[src/rtl/frame_serializer_if.sv]
// Parallel frame input handshake between a frame source and the serializer.
interface frame_serializer_if;
    logic [2:0] in_data;
    logic       in_valid;
    logic       in_ready;

    modport master (
        output in_data,
        output in_valid,
        input  in_ready
    );

    modport slave (
        input  in_data,
        input  in_valid,
        output in_ready
    );
endinterface

[src/rtl/frame_serializer.sv]
// 3-bit frame serializer: 2-entry FIFO feeding a free-running 3-phase shifter.
// Idle 000 frames fill the stream whenever the FIFO is empty at a frame boundary.
module frame_serializer #(
    parameter bit REJECT_ILLEGAL = 1'b1
) (
    input  logic                     clk,
    input  logic                     rst,
    frame_serializer_if.slave        in_if,
    output logic                     dout,
    output logic                     frame_start,
    output logic                     rej,
    output logic [7:0]               frame_cnt
);
    typedef enum logic [1:0] {P0, P1, P2} phase_e;

    phase_e     state_q, state_d;
    logic [2:0] fr_q, fr_d;
    logic [2:0] mem_q [2];
    logic       wptr_q, wptr_d;
    logic       rptr_q, rptr_d;
    logic [1:0] occ_q, occ_d;
    logic       rej_q, rej_d;
    logic [7:0] cnt_q, cnt_d;

    logic fire;
    logic illegal;
    logic push;
    logic pop;

    assign in_if.in_ready = (occ_q < 2'd2);
    assign fire    = in_if.in_valid && in_if.in_ready;
    assign illegal = REJECT_ILLEGAL && (in_if.in_data == 3'b111);
    assign push    = fire && !illegal;
    // No bypass: a frame pushed this edge is never visible to pop.
    assign pop     = (state_q == P2) && (occ_q != 2'd0);

    always_comb begin
        state_d     = state_q;
        fr_d        = fr_q;
        wptr_d      = wptr_q;
        rptr_d      = rptr_q;
        occ_d       = occ_q;
        rej_d       = fire && illegal;
        cnt_d       = cnt_q;
        dout        = 1'b0;
        frame_start = 1'b0;

        unique case (state_q)
            P0: begin
                state_d     = P1;
                dout        = fr_q[2];
                frame_start = 1'b1;
            end
            P1: begin
                state_d = P2;
                dout    = fr_q[1];
            end
            P2: begin
                state_d = P0;
                dout    = fr_q[0];
                fr_d    = pop ? mem_q[rptr_q] : 3'b000;
            end
            default: state_d = P0;
        endcase

        if (push) begin
            wptr_d = ~wptr_q;
        end
        if (pop) begin
            rptr_d = ~rptr_q;
            if (cnt_q != 8'hFF) begin
                cnt_d = cnt_q + 8'd1;
            end
        end

        unique case ({push, pop})
            2'b10:   occ_d = occ_q + 2'd1;
            2'b01:   occ_d = occ_q - 2'd1;
            default: occ_d = occ_q;
        endcase
    end

    always_ff @(posedge clk or posedge rst) begin
        if (rst) begin
            state_q  <= P0;
            fr_q     <= 3'b000;
            mem_q[0] <= 3'b000;
            mem_q[1] <= 3'b000;
            wptr_q   <= 1'b0;
            rptr_q   <= 1'b0;
            occ_q    <= 2'd0;
            rej_q    <= 1'b0;
            cnt_q    <= 8'd0;
        end else begin
            state_q <= state_d;
            fr_q    <= fr_d;
            if (push) begin
                mem_q[wptr_q] <= in_if.in_data;
            end
            wptr_q <= wptr_d;
            rptr_q <= rptr_d;
            occ_q  <= occ_d;
            rej_q  <= rej_d;
            cnt_q  <= cnt_d;
        end
    end

    assign rej       = rej_q;
    assign frame_cnt = cnt_q;
endmodule

[src/flat_wrapper.sv]
// flat-port wrapper written by rule: the top's interface ports become plain ports
module frame_serializer_flat 
#(
    parameter bit REJECT_ILLEGAL = 1'b1
)
  (clk, rst, dout, frame_start, rej, frame_cnt, in_if_in_data, in_if_in_valid, in_if_in_ready);
  frame_serializer_if in_if_i ();
  input  logic clk;
  input  logic rst;
  output logic dout;
  output logic frame_start;
  output logic rej;
  output logic [7:0] frame_cnt;
  input wire logic [$bits(in_if_i.in_data)-1:0] in_if_in_data;
  input wire logic [$bits(in_if_i.in_valid)-1:0] in_if_in_valid;
  output wire logic [$bits(in_if_i.in_ready)-1:0] in_if_in_ready;
  assign in_if_i.in_data = in_if_in_data;
  assign in_if_i.in_valid = in_if_in_valid;
  assign in_if_in_ready = in_if_i.in_ready;
  frame_serializer #(.REJECT_ILLEGAL(REJECT_ILLEGAL)) u_core (.clk(clk), .rst(rst), .in_if(in_if_i), .dout(dout), .frame_start(frame_start), .rej(rej), .frame_cnt(frame_cnt));
endmodule
[config.mk]
export PLATFORM = sky130hd
export DESIGN_NAME = frame_serializer_flat
export DESIGN_NICKNAME = d
export VERILOG_FILES = /design/src/rtl/frame_serializer_if.sv /design/src/rtl/frame_serializer.sv /design/src/flat_wrapper.sv
export SDC_FILE = /design/constraint.sdc
export NUM_CORES = 1
export LEC_CHECK = 0
export ABC_AREA = 1
export BUFFER_PORTS_ARGS = -buffer_cell sky130_fd_sc_hd__buf_2
export CAP_MARGIN = 0
export CORE_MARGIN = 1.5
export CORE_UTILIZATION = 24
export CTS_BUF_LIST = sky130_fd_sc_hd__clkbuf_4
export DETAILED_ROUTE_END_ITERATION = 7
export PLACE_DENSITY_LB_ADDON = 0.05
export SETUP_SLACK_MARGIN = 0.2
export SLEW_MARGIN = 40
export SYNTH_ARGS = -nofsm -noshare
export SYNTH_HDL_FRONTEND = slang
export SYNTH_SLANG_ARGS = --single-unit
[constraint.sdc]
create_clock -name clk -period 2.95 [get_ports clk]
set_input_delay 0.1475 -clock clk [delete_from_list [all_inputs] [get_ports clk]]
set_output_delay 0.1475 -clock clk [all_outputs]
set_load 0.03 [all_outputs]
==> summary.md <==
| Metric | Value |
|---|---|
| Top Family by Delay on Critical Path | flip-flops |
| Number of antenna repair diodes | 0 |
| Maximum number of pins on one net before global-route repair | 25 |
| Pre-CTS worst setup slack | 1460 ps |
| Proportion of synthesized chip area in sequential cells | 52.1% |
| Via count | 892 |
| CTS tree | yes |
| Number of DRC violations after detailed routing | 0 |
| I/O pin total | 18 |
| Most frequent standard cell in the layout excluding fill and tap cells | sky130_fd_sc_hd__nand2_1 |
| Half-perimeter wire length of the detailed placement result | 1.80 mm |
| Highest Clock Rate | 661 MHz |
| Mean post-synth cell area | 8.30 um2 |
| Number of placed cells counting well taps | 210 |
| Number of design-rule violations left by the first detailed-router iteration | 51 |
| Design internal power | 647 uW |
| Post-layout worst setup margin | 1440 ps |
| Post-Synthesis Net Count | 147 |
| Clock buffer count from CTS | 3 |
| Remaining max-slew budget at the tightest pin | 64.8% |
| Final count of negative-setup-slack endpoints | 0 |
| Outcome | complete, no violations |
| Antenna violations before repair | 0 |
| Root Buffer Master | sky130_fd_sc_hd__clkbuf_4 |
| Worst Path Arrival | 1730 ps |
| Clock insertion delay at the later pin of the skew report | 320 ps |
| Final Skew | 4.79 ps |
| Relative area change from synthesis to final layout | 16.4% |
| Data required time of the critical path | 3170 ps |
| Worst setup path category | flop to flop |
| Peak fanout along the critical path | 4 |
| Net switching power | 494 uW |
| Number of clock sinks seen by CTS | 24 |
| Final worst-path cycle share | 51.3% |
| Worst Setup End Kind | flop |
| Share of post-route cells with drive strength above 1 | 19.9% |
| Combinational cell fraction of total power | 36.7% |
| Slowest library cell on the worst path | sky130_fd_sc_hd__dfrtp_1 |
| Post-layout minimum cycle time | 1510 ps |
| Placed inst area | 1310 um2 |
| Global-route wire length before repair | 4.26 mm |
| Switching fraction of total power | 43.3% |
| Buffer and inverter count on the worst path | 1 |
| Max Cap Violations | 0 |
| Mapped Cells | 139 |
| # Post-CTS Setup Buffers | 0 |
| Sequential cell fraction of total power | 49.6% |
| Number of placement rows | 25 |
| Worst-case hold slack | 44.8 ps |
| Final core utilization | 28.8% |
| Die Wd | 72.3 um |
| Worst hold-check path type | primary input to flop |
| Top library cells by usage in the layout, fill and taps aside | 43 x sky130_fd_sc_hd__nand2_1, 24 x sky130_fd_sc_hd__dfrtp_1, 17 x sky130_fd_sc_hd__buf_2 |
| Clock Pin Slew Worst Setup and Hold Paths | 140 ps |
| Effective utilization at floorplan | 24.8% |
| Height of the chip | 72.3 um |
| Post-detailed-route wirelength per cell | 11.3 um |
| Power after layout | 1.14 mW |
| Series of cell instances along the critical path | inv_1 > nand2_2 > nor2_4 > ha_1 > a21oi_1 > o21ai_0 > xor2_1 |
| Port-buffer cells | 17 |
| Count of nets left with antenna violations after detail routing | 0 |
| Leakage | 0.679 nW |
| Number of fillers in the final layout | 505 |
| Number of search-and-repair iterations in the first detailed-routing pass | 4 |
| Power density over the cells | 849 nW/um2 |
| Max Root-Sink Buffers | 2 |
| Final Hold Fails | 0 |
| Type of element launching the critical path | flop |
| Max IR drop VDD | 0.279 mV |
| Final cell area excluding filler cells | 1340 um2 |
| Total number of H-tree levels | 1 |
| Syn. warnings | 0 |
| Clock share of power | 13.7% |
| Setup TNS Final | 0 ps |
| Die area | 5230 um2 |
| Final Wtd Congestion | 0.703 |
| Via-per-instance ratio | 4.15 |
| Number of register bits inferred by synthesis | 24 |
| Number of global-route vias before repair | 911 |
| Number of unique standard cell types used by synthesis | 19 |
| GRT Resource Usage Total | 10.5% |
| Crit-path max cell delay | 440 ps |
| Total grt overflow | 0 |
| Fin cells | 215 |
| Final #Nets | 170 |
| Summed instance area of the synthesized netlist | 1150 um2 |
| Routed Wire Length | 2.42 mm |
| Slew at the pin closest to its max-slew limit | 528 ps |
| Placeable Area | 4660 um2 |
| RSZ-0062 raised after global routing | false |
| Final slew viol count | 0 |
-- Yosys cell counts, drive strengths merged --
master,number,area [um2]
a21oi,2,10.0
o31ai,3,22.5
xor2,2,17.5
nor2b,1,6.26
nand3,7,35.0
o21ai,8,40.0
nand2,49,204
nor2,20,90.1
ha,2,25.0
inv,16,62.6
xnor2,4,35.0
dfrtp,24,601
nor3,1,5.00
-- sequential cells by signal, indices dropped and copies added, names as in the netlist --
register / flops
u_core.mem_q: 6
u_core.rej: 1
u_core.state_q: 2
u_core.frame_cnt: 8
u_core.wptr_q: 1
u_core.fr_q: 3
u_core.occ_q: 2
u_core.rptr_q: 1
-- power groups by stage --
stage	Sequential (mW)	Combinational [mW]	Clock, mW
floorplan	0.613	0.259	0
global placement	0.573	0.421	0
detailed placement	0.576	0.422	0
CTS	0.568	0.425	0.167
global route	0.589	0.472	0.182
finish	0.566	0.418	0.157
-- layout make-up --
| class | instances | area (um2) | area share, % |
|---|---|---|---|
| Sequential cell | 24 | 601 | 44.7 |
| Multi-Input combinational cell | 99 | 490 | 36.5 |
| Timing Repair Buffer | 18 | 95.1 | 7.08 |
| Tap cell | 54 | 67.6 | 5.03 |
| Inverter | 16 | 62.6 | 4.66 |
| Clock buffer | 3 | 22.5 | 1.68 |
| Clock inverter | 1 | 3.75 | 0.280 |
-- cell families after synthesis --
logic type               after synthesis  synth area share [%]
AO/OA/AOI/OAI                         13                  6.29
XOR/XNOR                               6                  4.56
adder cells (fa/ha/maj)                2                  2.17
buffers and inverters                 16                  5.42
flip-flops                            24                  52.1
AND/OR/NAND/NOR                       78                  29.5
-- worst paths after layout --
| path | from | end | slack [ps] | depth (start not counted) |
|---|---|---|---|---|
| worst max-delay path | u_core.state_q[0] | u_core.occ_q[1] | 1440 | 7 |
| worst min-delay path | in_if_in_valid | u_core.rej | 40 | 3 |
| worst max register to register | u_core.state_q[0] | u_core.occ_q[1] | 1440 | 7 |
| worst min register to register | u_core.mem_q[2] | u_core.mem_q[2] | 500 | 2 |
| max in group asynchronous | rst | u_core.fr_q[1] | 2200 | 3 |
| min in group asynchronous | rst | u_core.frame_cnt[7] | 400 | 3 |
-- metal layers --
metal  GRT usage, %  part of all wire, %  wire length, um
met5              0                    0                0
met4           5.03                  1.1               26
met3           1.94                  4.0               96
met2           15.1                   41             1000
met1           15.2                   54             1300
-- timing repair --
item | in CTS | in global routing
resized for setup | 0 | 0
endpoints found under the hold margin | 24 | 0
hold buffers | 1 | 0
-- tightest hold or removal path, stage by stage --
cell and delay [ps]:
sky130_fd_sc_hd__buf_2 100, sky130_fd_sc_hd__inv_1 60, sky130_fd_sc_hd__nor3_1 50
Power figures use the tool's default switching activity.
